==> src/rtl/bcd_time_display.sv <==
// bcd_time_display
// Reader side of the BCD time-count link. Accepts packed HH:MM:SS BCD over a
// valid/ready handshake and scans it onto a 6-digit multiplexed 7-segment
// display. Capture is double-buffered: an accepted value waits in a pending
// buffer and is copied into the display register only at a frame boundary,
// so one scan frame never shows a mix of two time values.
//
// Optional build macro: LEADING_ZERO_BLANK_EN
//   defined   -> a hours-tens digit of 0 leaves the idx5 slot fully dark
//   undefined -> hours-tens is always shown, including "0"
//
// Digit order (an[0] is the rightmost digit):
//   idx0 sec units, idx1 sec tens, idx2 min units,
//   idx3 min tens,  idx4 hour units, idx5 hour tens

module bcd_time_display #(
  parameter int unsigned SCAN_DIV       = 1000, // clk cycles per digit slot, 4..65535
  parameter int unsigned BLANK_CYCLES   = 4,    // dark cycles at slot start, < SCAN_DIV
  parameter int unsigned SEG_ACTIVE_LOW = 1     // 1: seg/dp/an active-low pins
) (
  input  logic       clk,
  input  logic       rst,
  input  logic       upd_valid,
  output logic       upd_ready,
  input  logic [7:0] bcd_hours,
  input  logic [7:0] bcd_minutes,
  input  logic [7:0] bcd_seconds,
  output logic [5:0] an,
  output logic [6:0] seg,
  output logic       dp,
  output logic       frame_start,
  output logic       bcd_err
);

  // Handshake: an update transfers on any rising clk edge where
  // upd_valid && upd_ready. upd_ready is a pure function of the registered
  // pending-buffer state, so there is no combinational path from upd_valid.
  // The producer may change or drop the data once the transfer has happened.

  localparam logic [15:0] PRESC_MAX = 16'(SCAN_DIV - 1);
  localparam logic [15:0] BLANK_LIM = 16'(BLANK_CYCLES);
  localparam logic [2:0]  IDX_LAST  = 3'd5;
  localparam logic        POL       = (SEG_ACTIVE_LOW != 0);

  // Pin levels for "everything off" in the selected polarity.
  localparam logic [5:0] AN_OFF  = {6{POL}};
  localparam logic [6:0] SEG_OFF = {7{POL}};
  localparam logic       DP_OFF  = POL;

  // Active-high segment pattern {g,f,e,d,c,b,a}; non-decimal nibbles show "-".
  function automatic logic [6:0] seg_decode(input logic [3:0] nib);
    logic [6:0] s;
    case (nib)
      4'd0:    s = 7'h3F;
      4'd1:    s = 7'h06;
      4'd2:    s = 7'h5B;
      4'd3:    s = 7'h4F;
      4'd4:    s = 7'h66;
      4'd5:    s = 7'h6D;
      4'd6:    s = 7'h7D;
      4'd7:    s = 7'h07;
      4'd8:    s = 7'h7F;
      4'd9:    s = 7'h6F;
      default: s = 7'h40;
    endcase
    return s;
  endfunction

  // True when any of the six nibbles is outside 0..9.
  function automatic logic has_bad_nibble(input logic [23:0] v);
    logic e;
    e = 1'b0;
    for (int i = 0; i < 6; i++) begin
      if (v[4*i +: 4] > 4'd9) e = 1'b1;
    end
    return e;
  endfunction

  // ---------------------------------------------------------------------------
  // State
  // ---------------------------------------------------------------------------
  logic [15:0] presc_q, presc_d;
  logic [2:0]  idx_q, idx_d;
  logic        first_q;           // high for the first cycle after reset release
  logic [23:0] pend_q, pend_d;
  logic        pend_full_q, pend_full_d;
  logic [23:0] disp_q, disp_d;
  logic        err_q, err_d;

  logic [5:0]  an_q, an_d;
  logic [6:0]  seg_q, seg_d;
  logic        dp_q, dp_d;
  logic        fs_q, fs_d;

  // ---------------------------------------------------------------------------
  // Scan timing and frame boundary
  // ---------------------------------------------------------------------------
  logic presc_wrap;
  logic frame_bound;

  // Prescaler counts through one slot; the digit index steps at each wrap.
  always_comb begin
    presc_wrap = (presc_q == PRESC_MAX);
    presc_d    = presc_wrap ? 16'd0 : presc_q + 16'd1;
    idx_d      = idx_q;
    if (presc_wrap) begin
      idx_d = (idx_q == IDX_LAST) ? 3'd0 : idx_q + 3'd1;
    end
    // The last cycle of slot 5 closes a frame; the first cycle after reset
    // release also counts so that the scan starts from a clean boundary.
    frame_bound = first_q || (presc_wrap && (idx_q == IDX_LAST));
  end

  // ---------------------------------------------------------------------------
  // Capture and double-buffer transfer
  // ---------------------------------------------------------------------------
  logic accept;
  logic transfer;

  // Pending buffer fills on acceptance and drains into the display register
  // at a frame boundary. Both cannot happen in one cycle: acceptance needs
  // the buffer empty and transfer needs it full, so there is no bypass path.
  always_comb begin
    accept      = upd_valid && !pend_full_q;
    transfer    = frame_bound && pend_full_q;
    pend_d      = accept ? {bcd_hours, bcd_minutes, bcd_seconds} : pend_q;
    pend_full_d = pend_full_q;
    if (transfer) begin
      pend_full_d = 1'b0;
    end else if (accept) begin
      pend_full_d = 1'b1;
    end
    disp_d = transfer ? pend_q : disp_q;
    err_d  = transfer ? has_bad_nibble(pend_q) : err_q;
  end

  // ---------------------------------------------------------------------------
  // Pin pipeline: derived from the current prescaler/index/display state and
  // registered, so every pin lags the scan state by exactly one cycle.
  // ---------------------------------------------------------------------------
  logic [3:0] slot_nib;
  logic       in_blank;
  logic       lz_blank;
  logic       show;
  logic [5:0] an_act;
  logic [6:0] seg_act;
  logic       dp_act;

  // Pick the nibble belonging to the current digit slot.
  always_comb begin
    case (idx_q)
      3'd0:    slot_nib = disp_q[3:0];
      3'd1:    slot_nib = disp_q[7:4];
      3'd2:    slot_nib = disp_q[11:8];
      3'd3:    slot_nib = disp_q[15:12];
      3'd4:    slot_nib = disp_q[19:16];
      3'd5:    slot_nib = disp_q[23:20];
      default: slot_nib = 4'd0;
    endcase
  end

`ifdef LEADING_ZERO_BLANK_EN
  assign lz_blank = (idx_q == IDX_LAST) && (slot_nib == 4'd0);
`else
  assign lz_blank = 1'b0;
`endif

  // Build active-high pin values, then apply the board polarity.
  always_comb begin
    in_blank = (presc_q < BLANK_LIM);
    show     = !in_blank && !lz_blank;
    an_act   = show ? (6'b000001 << idx_q) : 6'b000000;
    seg_act  = show ? seg_decode(slot_nib) : 7'h00;
    dp_act   = show && ((idx_q == 3'd2) || (idx_q == 3'd4));
    an_d     = an_act ^ AN_OFF;
    seg_d    = seg_act ^ SEG_OFF;
    dp_d     = dp_act ^ DP_OFF;
    fs_d     = (presc_q == 16'd0) && (idx_q == 3'd0);
  end

  // ---------------------------------------------------------------------------
  // Registers
  // ---------------------------------------------------------------------------

  // Scan counters and the post-reset boundary flag.
  always_ff @(posedge clk or posedge rst) begin
    if (rst) begin
      presc_q <= 16'd0;
      idx_q   <= 3'd0;
      first_q <= 1'b1;
    end else begin
      presc_q <= presc_d;
      idx_q   <= idx_d;
      first_q <= 1'b0;
    end
  end

  // Pending buffer, display register and the frame error flag.
  always_ff @(posedge clk or posedge rst) begin
    if (rst) begin
      pend_q      <= 24'h000000;
      pend_full_q <= 1'b0;
      disp_q      <= 24'h000000;
      err_q       <= 1'b0;
    end else begin
      pend_q      <= pend_d;
      pend_full_q <= pend_full_d;
      disp_q      <= disp_d;
      err_q       <= err_d;
    end
  end

  // Registered display pins and the frame marker.
  always_ff @(posedge clk or posedge rst) begin
    if (rst) begin
      an_q  <= AN_OFF;
      seg_q <= SEG_OFF;
      dp_q  <= DP_OFF;
      fs_q  <= 1'b0;
    end else begin
      an_q  <= an_d;
      seg_q <= seg_d;
      dp_q  <= dp_d;
      fs_q  <= fs_d;
    end
  end

  assign upd_ready   = !pend_full_q;
  assign an          = an_q;
  assign seg         = seg_q;
  assign dp          = dp_q;
  assign frame_start = fs_q;
  assign bcd_err     = err_q;

endmodule

==> config.mk <==
export PLATFORM = sky130hd
export DESIGN_NAME = bcd_time_display
export DESIGN_NICKNAME = d
export VERILOG_FILES = /design/src/rtl/bcd_time_display.sv
export SDC_FILE = /design/constraint.sdc
export NUM_CORES = 1
export LEC_CHECK = 0
export BUFFER_PORTS_ARGS = -buffer_cell sky130_fd_sc_hd__buf_2
export CAP_MARGIN = 20
export CELL_PAD_IN_SITES_DETAIL_PLACEMENT = 1
export CELL_PAD_IN_SITES_GLOBAL_PLACEMENT = 1
export CORE_MARGIN = 10
export CORE_UTILIZATION = 30
export CTS_CLUSTER_SIZE = 10
export DETAILED_ROUTE_END_ITERATION = 8
export PLACE_DENSITY = 0.55
export SYNTH_ARGS = -nofsm -noshare
export SYNTH_HDL_FRONTEND = slang
export SYNTH_SLANG_ARGS = --single-unit
==> constraint.sdc <==
create_clock -name clk -period 4.5 [get_ports clk]
set_clock_uncertainty 0.05 [all_clocks]
set_input_delay 0 -clock clk [delete_from_list [all_inputs] [get_ports clk]]
set_output_delay 0 -clock clk [all_outputs]
set_load 0.005 [all_outputs]
==> Yosys cells after proc, flatten, opt, wreduce, memory -nomap -nowiden <==
Memory sizes are Yosys's and may differ from the RTL's.
Cells that the tools add are included.
Widths: inputs -> output; s select.
{ "op_classes": {"muxes": 13, "bitwise": 3, "n_eq_ne": 6, "shift": 1, "n_lt_le_gt_ge": 7, "n_addsub": 2, "reduce_logical": 12} }
{ "ops": {"columns": ["cell", "n"], "rows": [
  ["$gt 4x4->1 const B", 6],
  ["$pmux 4 s6", 1],
  ["$add 16x1->16 const B", 1],
  ["$eq 16x10->1 const B", 1],
  ["$logic_not 16->1", 1],
  ["$lt 16x3->1 const B", 1],
  ["$mux 16", 1],
  ["$mux 1", 8],
  ["$mux 7", 1],
  ["$not 7->7", 1],
  ["$eq 3x2->1 const B", 2],
  ["$eq 3x3->1 const B", 2],
  ["$mux 6", 1],
  ["$not 6->6", 1],
  ["$shl 1x3->6 const A", 1],
  ["$logic_and 1x1->1", 5],
  ["$add 3x1->3 const B", 1],
  ["$eq 3x1->1 const B", 1],
  ["$logic_not 3->1", 1],
  ["$mux 3", 1],
  ["$logic_not 1->1", 2],
  ["$logic_or 1x1->1", 2],
  ["$reduce_bool 2->1", 1],
  ["$not 1->1", 1]
]} }
{ "word_totals": {"romBits": 112, "output_inout_bits": 17, "wordCells": 56, "reg_bits": 85, "n_memories": 1, "input_bits": 27} }
{ "mem_list": {"columns": ["memory", "words", "width", "rd", "rd_clocked_by_memory_dff", "wr", "line", "source"], "rows": [
  ["(no name shown)", 16, 7, 1, 0, 0, "53", "case (nib)"]
]} }

==> Longest topological paths before layout <==
Gate-level depths: netlist of run 1.
{ "logic_depth": {"word_depth": 7, "ltp_mapped": 10, "mapped_depth_nobuf": 8} }

==> Worst setup path before layout of run 1 <==
OpenSTA, ideal clock, no wires.
{ "synth_path": {"kind": "register -> register", "from": "register idx_q[1]", "to": "register seg_q[0], in the netlist seg[0]", "setup_time_ns": 0.096, "required_time_ns": 4.354, "slack_ns": 2.148, "arrival_ns": 2.206, "stages_incl_launch_ff": 11, "cell_sequence": "dfrtp_1 -> buf_6 -> buf_2 -> and2_1 -> ha_1 -> and2_1 -> a2111oi_2 -> inv_1 -> ha_1 -> mux2i_1 -> a32oi_1"} }
{ "synth_via": {"elab_chain_cells": 5} }
{ "synth_lines": {"columns": ["item", "line", "source"], "rows": [
  ["start: declaration", "83", "logic [2:0] idx_q, idx_d;"],
  ["start signal: assignment", "193", "idx_q <= idx_d;"],
  ["$eq 3x3->1 (tied with other cells)", "151", "case (idx_q)"],
  ["$pmux 4 s6 *", "151", null],
  ["$mem_v2 16x7 *", null, null],
  ["$mux 7 *", "173", "seg_act = show ? seg_decode(slot_nib) : 7'h00;"],
  ["$not 7->7 (no source line) *", null, null],
  ["named net seg_d[0]", "91", "logic [6:0] seg_q, seg_d;"],
  ["end signal: assignment", "222", "seg_q <= seg_d;"],
  ["end: declaration", "91", null]
]} }
The timed path passes the listed nets; every way through them passes the cells marked *.
A chain may end at the register's enable or synchronous reset.

==> Worst setup path in the final report of run 1 <==
{ "layout_path": {"from": "register idx_q[2]", "to": "register seg_q[3], in the netlist seg[3]"} }
Same word-level chain as after synthesis.

==> metrics.txt, run 1 <==
Crit path max-delay family=compound AO/OA/AOI/OAI gates; Post-Synthesis Cells=slightly below 300; largest net degree at the start of global routing=55; VDD IR max=~0.3 mV; clk slew on worst S/H paths=around 0.07 ns; worst reg2reg startpoint=idx_q[2]; total track usage=0.0997; final setup vio count=0; max incr delay on CP=around 0.64 ns; CTS tree=built; most frequent cells after synthesis=70 x dfrtp_1, 32 x mux2_2, 22 x mux2_4; Die ar.=around 18,000 um^2; Worst Path Max Fanout=14; share of layout cells above drive strength 1=0.386; vias after detailed routing=2,421; Slew headroom=0.548; slowest cell on the critical path=dfrtp_1; Post-Layout Cell Count=around 540; hpwl dp=around 6000 um; DR pass1 iterations=4; total wire length=around 8400 um; CTS buffer count=9; status=completed; Synth Register Bits=85; TNS Setup=0 ns; Fillers=roughly 1,400; RR Endpoint=seg[3]; Die Ht=between 100 and 150 um; I/O Buffers=43; Arr. time, crit path=2.97 ns; I/O pin count=44; deepest clock path buffer count=2; Worst Hold Class=in2async; Worst Setup End Kind=register; Hold WS=roughly 0.19 ns; Starting Density=0.307; Max Cap Violations=0; Yosys top cell area share=0.452; first-pass GRT wire length=approximately 14,000 um; Iteration-0 DRC Markers=87; dominant synthesized flop cell=dfrtp_1; Final GP Congestion=around 0.75; most area-consuming cells after synthesis=dfrtp_1 45%, dfstp_2 10%, mux2_2 9.3%, mux2_4 8.5%, ha_1 2.9%; core outline area=approximately 13,000 um^2; Tcrit/Tclk final=0.619; Syn Area/Cell=roughly 13 um^2; Clock Sink Count=85; final max-slew violation count=0; final-report hold violation count=0; RSZ-0062 raised after global routing=false; WP buf/inv=2; Yosys cell types=between 40 and 50; Ys Warns=0; Synth area leader=dfrtp_1; Worst Path Required=roughly 4.7 ns; Mapped Area=about 3900 um^2; vias in the first global route=between 2,000 and 3,000; worst r2r path cells=8; CP Class=reg2reg; Fmax=around 360 MHz; average wire per cell in the routed design=15.6 um; initial antenna violation count=0; Worst R2R Setup Slack=around 1.7 ns; Vias/cell=approximately 4.5; Post-Syn Nets=328; worst-path cell chain=inv_1, ha_1, and2_1, a2111oi_2, inv_1, ha_1, mux2i_1, a32oi_1; diodes inserted=0; Post-synth EDFFs=0; H-tree levels=3; Pleak=between 2 and 2.5 nW; post-route antenna net violation count=0; Root Buffer=clkbuf_16; top-count cell post-synth=dfrtp_1; Placement Rows=41; Final Power=between 2 and 2.5 mW; Least-Margin Pin Slew=about 0.68 ns; placed cells=a little under 500; area grow syn2layout=24.3%; gr ovfl total=0; sequential fraction of the synthesis area=0.554; die extent in x=approximately 130 um; drt drc=0; Worst-Skew Late Latency=around 0.34 ns; fin crit period=approximately 2.8 ns; Pwr Density=between 500 and 600 nW/um^2; Startpoint Class=register; FFs w/ async S/R, synth=1.00; nets=396; CP Launch Point=idx_q[2]
## worst min-delay path, cell delays in order
cell and delay, ns:
dlygate4sd3_1 0.53, buf_2 0.12, clkinv_2 0.38
## area by class of cell
cell class	instances	area [um^2]	share of cell area
clock inverters	7	97.6	0.0203
well taps	172	215	0.0447
inverters	10	38.8	0.00806
clock buffers	9	225	0.0468
flip-flops and latches	85	2150	0.446
multi-input cells	184	1610	0.335
repair buffers	70	480	0.0998
## placed cells by master, fill, tap and decap left out, types with 2 or more instances in the layout
cell / Yosys / layout
nor2_1: 14 / 14
buf_2: 7 / 43
o21ai_0: 11 / 11
inv_1: 9 / 8
and3_1: 3 / 3
nand4_1: 4 / 4
clkinvlp_4: 0 / 2
and4_1: 4 / 4
a21oi_1: 6 / 6
nor4_2: 2 / 2
dfstp_2: 15 / 15
bufinv_16: 0 / 2
and3b_1: 2 / 2
xor2_1: 7 / 7
ha_1: 9 / 9
buf_4: 0 / 2
nand3_1: 8 / 8
mux2i_1: 7 / 7
mux2_2: 32 / 32
dfrtp_1: 70 / 70
o221a_2: 2 / 2
and2_1: 4 / 4
a32oi_1: 4 / 4
inv_6: 0 / 2
clkbuf_16: 0 / 9
nor2b_1: 3 / 2
mux2_4: 22 / 22
clkinv_2: 0 / 2
dlygate4sd3_1: 0 / 25
nand2_1: 14 / 14
xnor2_1: 8 / 8
nand3b_1: 4 / 4
## logic make-up after synthesis
family,Yosys count,share of synthesized area
flip-flops,85,0.554
AND/OR/NAND/NOR,69,0.102
multiplexers,61,0.196
AO/OA/AOI/OAI,29,0.0527
buffers and inverters,23,0.0304
XOR/XNOR,15,0.0339
adder cells (fa/ha/maj),9,0.0291
other,1,0.000968
## through the flow
stage | setup WS (ns) | area, um^2 | util
2_1_floorplan | 2.15 | 3870 | -
3_3_place_gp | 1.90 | 4240 | 0.336
3_5_place_dp | 1.69 | 4240 | 0.336
4_1_cts | 1.67 | 4810 | 0.382
5_1_grt | 1.50 | 4810 | 0.382
6_report | 1.72 | 4810 | 0.382
## routing by layer
metal	GRT usage	vias to the layer above	share of wire
li1	-	1158	-
met1	0.126	1216	0.49
met2	0.159	38	0.47
met3	0.0320	9	0.031
met4	0.0290	0	0.013
met5	0	-	0
## flip-flops by register name, indices dropped and copies added, names as in the netlist, 3 cells and up
register,flops
disp_q,24
pend_q,24
presc_q,16
seg,7
an,6
idx_q,3
## worst max-delay path by stage
stage / depth (start not counted) / endpoint / slack, ns
after detailed placement: 8 / seg[0] / 1.69
after global routing: 8 / seg[3] / 1.50
after global placement: 8 / seg[0] / 1.90
after CTS: 8 / seg[0] / 1.67
final: 8 / seg[3] / 1.72
after floorplan: 10 / seg[0] / 2.15
## power breakdown
group / internal, mW / switching [mW] / total [mW]
clock network: 0.489 / 0.318 / 0.807
registers: 0.964 / 0.113 / 1.08
logic: 0.310 / 0.216 / 0.526
## repair_timing
action,CTS,global route
gates resized for setup,0,0
endpoints found under the hold margin,52,0
setup buffers,0,0
hold buffers,25,0
endpoints found under the setup margin,0,0
Note: power is estimated with default switching activity, not from simulation.
==> run 2, diff against run 1 <==
Clock period 4.5 ns to 2.58 ns, I/O delays scaled along.
==> run 2 against run 1 <==
  * Critical path depth fell by 2
  * Via count is 0.25% higher
  * First-iteration DRC count is the same
  * Clock power rose by 61%
  * Hold slack got worse by 0.027 ns
  * Maximum frequency up 23%
  * Global-route usage down 0.11 points
  * Power rose by 70%
  * Routed wire length fell by 2.0%
  * Utilization rose by 0.39 points
==> metrics.txt, run 2 (synthesis results as in run 1) <==
core outline area=12,600 um^2 (unchanged); area grow syn2layout=25.6% (was 24.3%); gr ovfl total=0 (unchanged); first-pass GRT wire length=14,200 um (was 14,300 um); CP Class=reg2reg (unchanged); post-route antenna net violation count=0 (unchanged); Worst R2R Setup Slack=0.32 ns (was 1.72 ns); total wire length=8220 um (was 8390 um); Worst Path Required=2.76 ns (was 4.69 ns); Root Buffer=clkbuf_16 (unchanged); Crit path max-delay family=simple AND/OR/NAND/NOR gates (was compound AO/OA/AOI/OAI gates); commonest non-fill, non-tap cell in the layout=dfrtp_1 (unchanged); fin crit period=2.26 ns (was 2.78 ns); Iteration-0 DRC Markers=87 (unchanged); worst reg2reg startpoint=presc_q[0] (was idx_q[2]); Worst-Skew Late Latency=0.34 ns (about the same); CTS buffer count=9 (unchanged); worst r2r path cells=6 (was 8); clk slew on worst S/H paths=0.06 ns (was 0.07 ns); RSZ-0062 raised after global routing=false (unchanged); CTS tree=built (unchanged); max incr delay on CP=0.42 ns (was 0.64 ns); slowest cell on the critical path=dfrtp_1 (unchanged); Startpoint Class=register (unchanged); Die ar.=17,900 um^2 (unchanged); WP buf/inv=0 (was 2); FF/Latch Area=2150 um^2 (unchanged); Regs by FF count=disp_q x24, pend_q x24, presc_q x16 (unchanged); placed cells=502 (was 496); Arr. time, crit path=2.44 ns (was 2.97 ns); DR pass1 iterations=4 (unchanged); final-report hold violation count=0 (unchanged); Max Cap Violations=0 (unchanged); Vias/cell=4.47 (was 4.51); average wire per cell in the routed design=15.1 um (was 15.6 um); Pleak=2.17 nW (was 2.13 nW); largest net degree at the start of global routing=37 (was 55); Worst Path Max Fanout=25 (was 14); Clock Sink Count=85 (unchanged); Tcrit/Tclk final=0.876 (was 0.619); I/O pin count=44 (unchanged); H-tree levels=3 (unchanged); drt drc=0 (unchanged); die extent in x=134 um (unchanged); vias after detailed routing=2,427 (was 2,421); Fillers=1,381 (was 1,376); footprint of the multi-input gates=1620 um^2 (was 1610 um^2); diodes inserted=0 (unchanged); initial antenna violation count=0 (unchanged); share of layout cells above drive strength 1=0.396 (was 0.386); Final GP Congestion=0.787 (was 0.754); Final Power=4.09 mW (was 2.41 mW); Worst Setup End Kind=register (unchanged); deepest clock path buffer count=2 (unchanged); hpwl dp=6030 um (was 5980 um); status=completed (unchanged); Fmax=443 MHz (was 359 MHz); Worst Hold Class=in2async (unchanged); nets=402 (was 396); most frequent cells in the layout=70 x dfrtp_1, 43 x buf_2, 32 x mux2_2 (unchanged); RR Endpoint=disp_q[20] (was seg[3]); Starting Density=0.307 (unchanged); total track usage=0.0986 (was 0.0997); Placement Rows=41 (unchanged); Die Ht=134 um (unchanged); worst-path cell chain=ha_1, and4_1, and4_4, a21o_4, nand2_4, mux2_2 (was inv_1, ha_1, and2_1, a2111oi_2, inv_1, ha_1, mux2i_1, a32oi_1); Pwr Density=842 nW/um^2 (was 500 nW/um^2); TNS Setup=0 ns (unchanged); final setup vio count=0 (unchanged); I/O Buffers=43 (unchanged); VDD IR max=0.354 mV (was 0.302 mV); Worst path depth=6 (was 8); Post-Layout Cell Count=543 (was 537); final max-slew violation count=0 (unchanged); vias in the first global route=2,794 (was 2,661)
-- run 2: cell types whose count changed in the layout (fill, tap and decap cells not counted) --
| cell | delta |
|---|---|
| inv_6 | -2 |
| clkinv_4 | +2 |
| buf_4 | +5 |
| a2111oi_2 | -1 |
| clkbuf_8 | +1 |
| clkinvlp_4 | -2 |
| buf_12 | +1 |
| bufinv_16 | -1 |
| a2111oi_4 | +1 |
| clkinv_2 | +2 |
-- run 2: worst max path at each step --
stage,start,to,slack [ns]
floorplan,idx_q[1],seg[0],0.23
global route,idx_q[1],seg[0],0.19
global placement,presc_q[0],bcd_err,0.33
finish,presc_q[0],disp_q[20],0.32
CTS,idx_q[1],seg[0],0.17
detailed placement,idx_q[1],seg[0],0.21
-- run 2: routing by layer --
layer,share of wire,global-route usage,vias up
met5,0,0,-
met4,0.019,0.0441,0
met3,0.038,0.0316,12
met2,0.45,0.153,47
met1,0.49,0.123,1196
li1,-,-,1172
-- run 2: worst register-to-register path, stage by stage (launching register included) --
cell	delay, ns
dfrtp_1	0.42
ha_1	0.26
and4_1	0.16
and4_4	0.25
a21o_4	0.25
nand2_4	0.35
mux2_2	0.41
-- run 2: cell type report --
type                            count  area share
Clock buffer                       10      0.0491
Clock inverter                      6      0.0129
Inverter                           10     0.00798
Multi-Input combinational cell    184       0.334
Sequential cell                    85       0.441
Tap cell                          172      0.0443
Timing Repair Buffer               76       0.111
-- run 2: report_power, final --
part / total (mW) / internal, mW / switching, mW
clock network: 1.30 / 0.774 / 0.525
logic: 0.925 / 0.549 / 0.376
registers: 1.87 / 1.68 / 0.188
total: 4.09 / 3.00 / 1.09
-- run 2: what timing repair did --
action	4_1_cts	5_1_grt
endpoints found under the setup margin	0	2
gates resized for setup	0	1
hold buffers	25	0
buffers inserted	0	0
endpoints found under the hold margin	50	0
-- run 2: metrics by stage --
stage / instance area, um^2 / hold WS (ns) / utilization / setup WS [ns]
floorplan: 3870 / 0.102 / - / 0.228
global placement: 4300 / 0.00245 / 0.341 / 0.332
detailed placement: 4300 / 0.00374 / 0.341 / 0.206
CTS: 4850 / 0.187 / 0.384 / 0.170
global route: 4860 / 0.203 / 0.385 / 0.192
finish: 4860 / 0.164 / 0.385 / 0.321
